<file path="config.mk">
export PLATFORM = sky130hd
export DESIGN_NAME = gate_chain_pipe
export DESIGN_NICKNAME = d
export VERILOG_FILES = /design/src/rtl/gate_chain_pkg.sv /design/src/rtl/gate_chain_stage.sv /design/src/rtl/gate_chain_pipe.sv
export SDC_FILE = /design/constraint.sdc
export NUM_CORES = 1
export LEC_CHECK = 0
export CAP_MARGIN = 20
export CELL_PAD_IN_SITES_DETAIL_PLACEMENT = 0
export CELL_PAD_IN_SITES_GLOBAL_PLACEMENT = 2
export CORE_MARGIN = 2
export CORE_UTILIZATION = 38
export DETAILED_ROUTE_END_ITERATION = 7
export PLACE_DENSITY_LB_ADDON = 0.1
export SYNTH_ARGS = -nofsm -noshare
export SYNTH_HDL_FRONTEND = slang
export SYNTH_HIERARCHICAL = 1
export SYNTH_SLANG_ARGS = --single-unit
export TNS_END_PERCENT = 5
</file>
<file path="constraint.sdc">
create_clock -name clk -period 4 [get_ports clk]
set_input_delay 0.6 -clock clk [delete_from_list [all_inputs] [get_ports clk]]
set_output_delay 0.6 -clock clk [all_outputs]
set_load 0.03 [all_outputs]
</file>
<file path="src/rtl/gate_chain_pkg.sv">
// Shared op encoding, reset defaults and the bitwise op evaluator
// for the pipelined gate chain.
package gate_chain_pkg;

    typedef enum logic [2:0] {
        OP_AND  = 3'd0,
        OP_NAND = 3'd1,
        OP_OR   = 3'd2,
        OP_NOR  = 3'd3,
        OP_XOR  = 3'd4,
        OP_XNOR = 3'd5,
        OP_PASS = 3'd6,
        OP_INV  = 3'd7
    } op_e;

    localparam op_e OP_RST_STAGE0 = OP_AND;
    localparam op_e OP_RST_OTHER  = OP_NAND;

    // Callers zero-extend into this width and truncate the result back.
    localparam int OP_MAX_W = 64;

    function automatic logic [OP_MAX_W-1:0] apply_op(
        input op_e                 op,
        input logic [OP_MAX_W-1:0] acc,
        input logic [OP_MAX_W-1:0] b
    );
        logic [OP_MAX_W-1:0] r;
        case (op)
            OP_AND:  r = acc & b;
            OP_NAND: r = ~(acc & b);
            OP_OR:   r = acc | b;
            OP_NOR:  r = ~(acc | b);
            OP_XOR:  r = acc ^ b;
            OP_XNOR: r = ~(acc ^ b);
            OP_PASS: r = acc;
            default: r = ~acc;
        endcase
        return r;
    endfunction

endpackage

</file>
<file path="src/rtl/gate_chain_stage.sv">
// One register slice of the chain: valid, accumulator and the operand
// slices still owed to downstream stages.
module gate_chain_stage
    import gate_chain_pkg::*;
#(
    parameter  int WIDTH = 8,
    parameter  int NOPS  = 0,
    localparam int OPW   = (NOPS > 0) ? NOPS * WIDTH : 1
) (
    input  logic                      clk,
    input  logic                      rst_n,
    input  logic                      src_valid,
    input  logic [WIDTH-1:0]          src_acc,
    input  logic [(NOPS+1)*WIDTH-1:0] src_ops,
    input  op_e                       op,
    input  logic                      ready,
    input  logic                      dst_ready,
    output logic                      valid,
    output logic [WIDTH-1:0]          acc,
    output logic [OPW-1:0]            carry
);

    logic             valid_q, valid_d;
    logic [WIDTH-1:0] acc_q, acc_d;
    logic [OPW-1:0]   carry_q, carry_d, carry_in;
    logic             take;

    // Slice 0 is consumed here; the rest rides along with the beat.
    if (NOPS > 0) begin : g_carry
        always_comb carry_in = src_ops[(NOPS+1)*WIDTH-1:WIDTH];
    end else begin : g_nocarry
        always_comb carry_in = '0;
    end

    assign take = src_valid && ready;

    always_comb begin
        valid_d = valid_q;
        acc_d   = acc_q;
        carry_d = carry_q;
        if (take) begin
            valid_d = 1'b1;
            acc_d   = WIDTH'(apply_op(op, OP_MAX_W'(src_acc),
                                      OP_MAX_W'(src_ops[WIDTH-1:0])));
            carry_d = carry_in;
        end else if (dst_ready) begin
            valid_d = 1'b0;
        end
    end

    always_ff @(posedge clk or negedge rst_n) begin
        if (!rst_n) begin
            valid_q <= 1'b0;
            acc_q   <= '0;
            carry_q <= '0;
        end else begin
            valid_q <= valid_d;
            acc_q   <= acc_d;
            carry_q <= carry_d;
        end
    end

    assign valid = valid_q;
    assign acc   = acc_q;
    assign carry = carry_q;

endmodule

</file>
<file path="src/rtl/gate_chain_pipe.sv">
// STAGES-deep valid/ready pipelined bitwise chain with a run-time
// programmable op per stage.
module gate_chain_pipe
    import gate_chain_pkg::*;
#(
    parameter int WIDTH  = 8,
    parameter int STAGES = 3,
    parameter int IDXW   = (STAGES > 1) ? $clog2(STAGES) : 1
) (
    input  logic                    clk,
    input  logic                    rst_n,
    input  logic                    in_valid,
    output logic                    in_ready,
    input  logic [WIDTH-1:0]        in_a,
    input  logic [STAGES*WIDTH-1:0] in_b,
    output logic                    out_valid,
    input  logic                    out_ready,
    output logic [WIDTH-1:0]        out_data,
    input  logic                    cfg_we,
    input  logic [IDXW-1:0]         cfg_idx,
    input  logic [2:0]              cfg_op,
    output logic                    busy
);

    // Stage i consumes (STAGES-i) operand slices; segments are packed back to back.
    function automatic int seg_off(input int i);
        return WIDTH * (i * STAGES - (i * (i - 1)) / 2);
    endfunction

    localparam int OPS_BITS = seg_off(STAGES);

    logic [STAGES-1:0]            vld;
    logic [STAGES-1:0][WIDTH-1:0] acc;
    logic [STAGES:0]              rdy;
    logic [OPS_BITS-1:0]          ops_bus;
    op_e                          op_q [STAGES];
    op_e                          op_d [STAGES];

    // Combinational ready chain so a released stall shifts every stage at once.
    always_comb begin
        rdy         = '0;
        rdy[STAGES] = out_ready;
        for (int i = STAGES - 1; i >= 0; i--)
            rdy[i] = !vld[i] || rdy[i+1];
    end

    assign ops_bus[seg_off(0) +: STAGES*WIDTH] = in_b;

    for (genvar i = 0; i < STAGES; i++) begin : g_st
        localparam int NOPS = STAGES - 1 - i;
        localparam int OPW  = (NOPS > 0) ? NOPS * WIDTH : 1;

        logic             src_valid;
        logic [WIDTH-1:0] src_acc;
        logic [OPW-1:0]   carry;

        if (i == 0) begin : g_head
            assign src_valid = in_valid;
            assign src_acc   = in_a;
        end else begin : g_body
            assign src_valid = vld[i-1];
            assign src_acc   = acc[i-1];
        end

        if (NOPS > 0) begin : g_fwd
            assign ops_bus[seg_off(i+1) +: NOPS*WIDTH] = carry;
        end else begin : g_tail
            logic carry_unused;
            assign carry_unused = carry[0];
        end

        gate_chain_stage #(
            .WIDTH (WIDTH),
            .NOPS  (NOPS)
        ) u_stage (
            .clk       (clk),
            .rst_n     (rst_n),
            .src_valid (src_valid),
            .src_acc   (src_acc),
            .src_ops   (ops_bus[seg_off(i) +: (NOPS+1)*WIDTH]),
            .op        (op_q[i]),
            .ready     (rdy[i]),
            .dst_ready (rdy[i+1]),
            .valid     (vld[i]),
            .acc       (acc[i]),
            .carry     (carry)
        );
    end

    // Out-of-range indices match no stage and are dropped.
    always_comb begin
        for (int s = 0; s < STAGES; s++) begin
            op_d[s] = op_q[s];
            if (cfg_we && (32'(cfg_idx) == 32'(s)))
                op_d[s] = op_e'(cfg_op);
        end
    end

    always_ff @(posedge clk or negedge rst_n) begin
        if (!rst_n) begin
            for (int s = 0; s < STAGES; s++)
                op_q[s] <= (s == 0) ? OP_RST_STAGE0 : OP_RST_OTHER;
        end else begin
            for (int s = 0; s < STAGES; s++)
                op_q[s] <= op_d[s];
        end
    end

    assign in_ready  = rdy[0];
    assign out_valid = vld[STAGES-1];
    assign out_data  = acc[STAGES-1];
    assign busy      = |vld;

endmodule

</file>
==> impl_metrics.json <==
{
  "num_vias": 3745,
  "drt-vias-per-instance": 5.45,
  "setup_viol_count_final": 0,
  "hold_class": "in2async",
  "slew_violations": 0,
  "first_pass_iters": 4,
  "crit_path_start": "out_ready",
  "layout-drive-gt1-share": 0.115,
  "rsz0062_at_grt": "false",
  "worstSetupStartpointType": "primary input",
  "numCtsBuffers": 9,
  "cts_sinks": 60,
  "maxSlewHeadroom": 0.364,
  "grt_max_degree": 37,
  "wl_per_cell_um": 16.0,
  "pwr-share-seq": 0.338,
  "io-pin-count": 53,
  "die_h_um": 114,
  "first_global_vias": 3650,
  "wl_um": 11000,
  "cts_tree": "done",
  "timing.final.crit_share": 0.636,
  "cts_setup_buffers": 0,
  "antenna_cells": 0,
  "grtUsageMet1": 0.230,
  "max_cap_violations": 0,
  "vdd_drop_max_mv": 0.246,
  "postSynthAreaPerCell_um2": 9.20,
  "power_density_nw_per_um2": 600,
  "path_clk_slew_ns": 0.06,
  "htreeDepth": 3,
  "reg2reg_to": "g_st[0].u_stage/acc[6]",
  "status": "completed",
  "cts_buffer_depth": 2,
  "cts_hold_buf": 0,
  "rrSetupSlack_ns": 1.84,
  "die-area_um2": 12900,
  "fin_area_um2": 5400,
  "met3_usage": 0.0329,
  "hpwlAfterDp_um": 7890,
  "p_leak_nw": 2.41,
  "fin_setup_tns_ns": 0,
  "endpoint": "in_ready",
  "gr-total-overflow": 0,
  "cp.arrival_ns": 1.94,
  "cts.root.buffer_cell": "clkbuf_16",
  "antenna_found_initial": 0,
  "regToRegStartpoint": "op_q[8]",
  "tightest_slew_ns": 0.954,
  "drc_errors": 0,
  "core_um2": 11900,
  "area_growth_pct": 18.0,
  "gp_congestion": 0.790,
  "rr_worst_depth": 5,
  "dpl_cell_area_um2": 5070,
  "cp.required_ns": 3.40,
  "numPortBuffers": 52,
  "clockPowerShare": 0.264,
  "grt_pass1_wl_um": 18200,
  "dieWidth_um": 114,
  "grt_usage": 0.180,
  "ant_nets": 0,
  "power.internal_w": 0.00197,
  "met2_usage": 0.303,
  "clk_latency_ns": 0.34,
  "grt.busiest_layer": "met2",
  "cts_resized": 0,
  "hold_violations": 0,
  "finClkSkew_ns": 0.00799,
  "path_max_fanout": 4,
  "synth_area_um2": 4570,
  "syn_inst": 497,
  "p_sw_frac": 0.394,
  "start_util": 0.386,
  "criticalPathCategory": "in2out",
  "syn-num-nets": 587,
  "drtIter0Drc": 207,
  "p_switching_w": 0.00128,
  "yosys_warnings": 6,
  "crit_path_end_kind": "output port",
  "min_period_ns": 2.54,
  "max_freq_mhz": 393,
  "fin_nets": 625,
  "combinationalPowerShare": 0.398,
  "rows": 40
}
## through the flow
| step | setup WS, ns | instances | power [W] | hold slack [ns] | utilization |
|---|---|---|---|---|---|
| 2_1_floorplan | 2.01 | 497 | 0.00203 | 0.304 | - |
| 3_3_place_gp | 1.46 | 671 | 0.00237 | 0.461 | 0.428 |
| 3_5_place_dp | 1.47 | 671 | 0.00240 | 0.465 | 0.428 |
| 4_1_cts | 1.46 | 687 | 0.00328 | 0.286 | 0.455 |
| 5_1_grt | 1.43 | 687 | 0.00350 | 0.326 | 0.455 |
| 6_report | 1.46 | 687 | 0.00324 | 0.264 | 0.455 |
## worst min path at each step
stage | from | to | slack, ns | cells after the start
global placement | g_st[0].u_stage/carry[8] | g_st[1].u_stage/carry[0] | 0.46 | 1
global route | rst_n | g_st[2].u_stage/acc[7] | 0.33 | 1
CTS | rst_n | g_st[2].u_stage/acc[0] | 0.29 | 1
finish | rst_n | g_st[2].u_stage/acc[0] | 0.26 | 1
detailed placement | g_st[2].u_stage/acc[0] | g_st[2].u_stage/acc[0] | 0.46 | 1
floorplan | rst_n | g_st[0].u_stage/acc[0] | 0.30 | 0
## state kept, by name, indices dropped and copies added, names as in the netlist
name,flops
g_st.u_stage/acc,24
g_st.u_stage/carry,24
g_st.u_stage/valid,3
op_q,9
## worst max-delay path: stages
cell             delay [ns]
clkdlybuf4s50_1        0.50
nand4b_1               0.16
clkdlybuf4s50_1        0.69
## routing by layer
metal / vias up / part of all wire
met5: - / 0
met4: 0 / 0.019
met3: 17 / 0.033
met2: 67 / 0.49
met1: 1826 / 0.46
li1: 1835 / -
## power groups by stage
stage	clock [W]	sequential (W)	combinational, W
after global placement	0	0.00111	0.00127
after detailed placement	0	0.00111	0.00129
after CTS	0.000881	0.00110	0.00130
after floorplan	0	0.00103	0.00100
after global routing	0.000905	0.00114	0.00146
final	0.000856	0.00110	0.00129
## layout by cell type, fill, tap and decap left out, types with 9 or more instances in the layout
cell	count
mux2_2	18
mux2_1	15
a21oi_1	34
nand3b_1	13
clkdlybuf4s50_1	51
o21ai_1	37
nor2_1	18
dfrtp_1	58
o21ai_0	20
ha_1	48
clkbuf_16	9
a22o_1	13
o211ai_1	13
inv_1	52
nand2_1	50
## cell type report
class / count / area, um2
fillers: 1140 / 6460
multi-input cells: 355 / 2650
flip-flops and latches: 60 / 1500
repair buffers: 54 / 531
clock buffers: 9 / 225
inverters: 55 / 206
well taps: 147 / 184
clock inverters: 7 / 98.8
No activity file was read; power rests on OpenSTA's default activity.
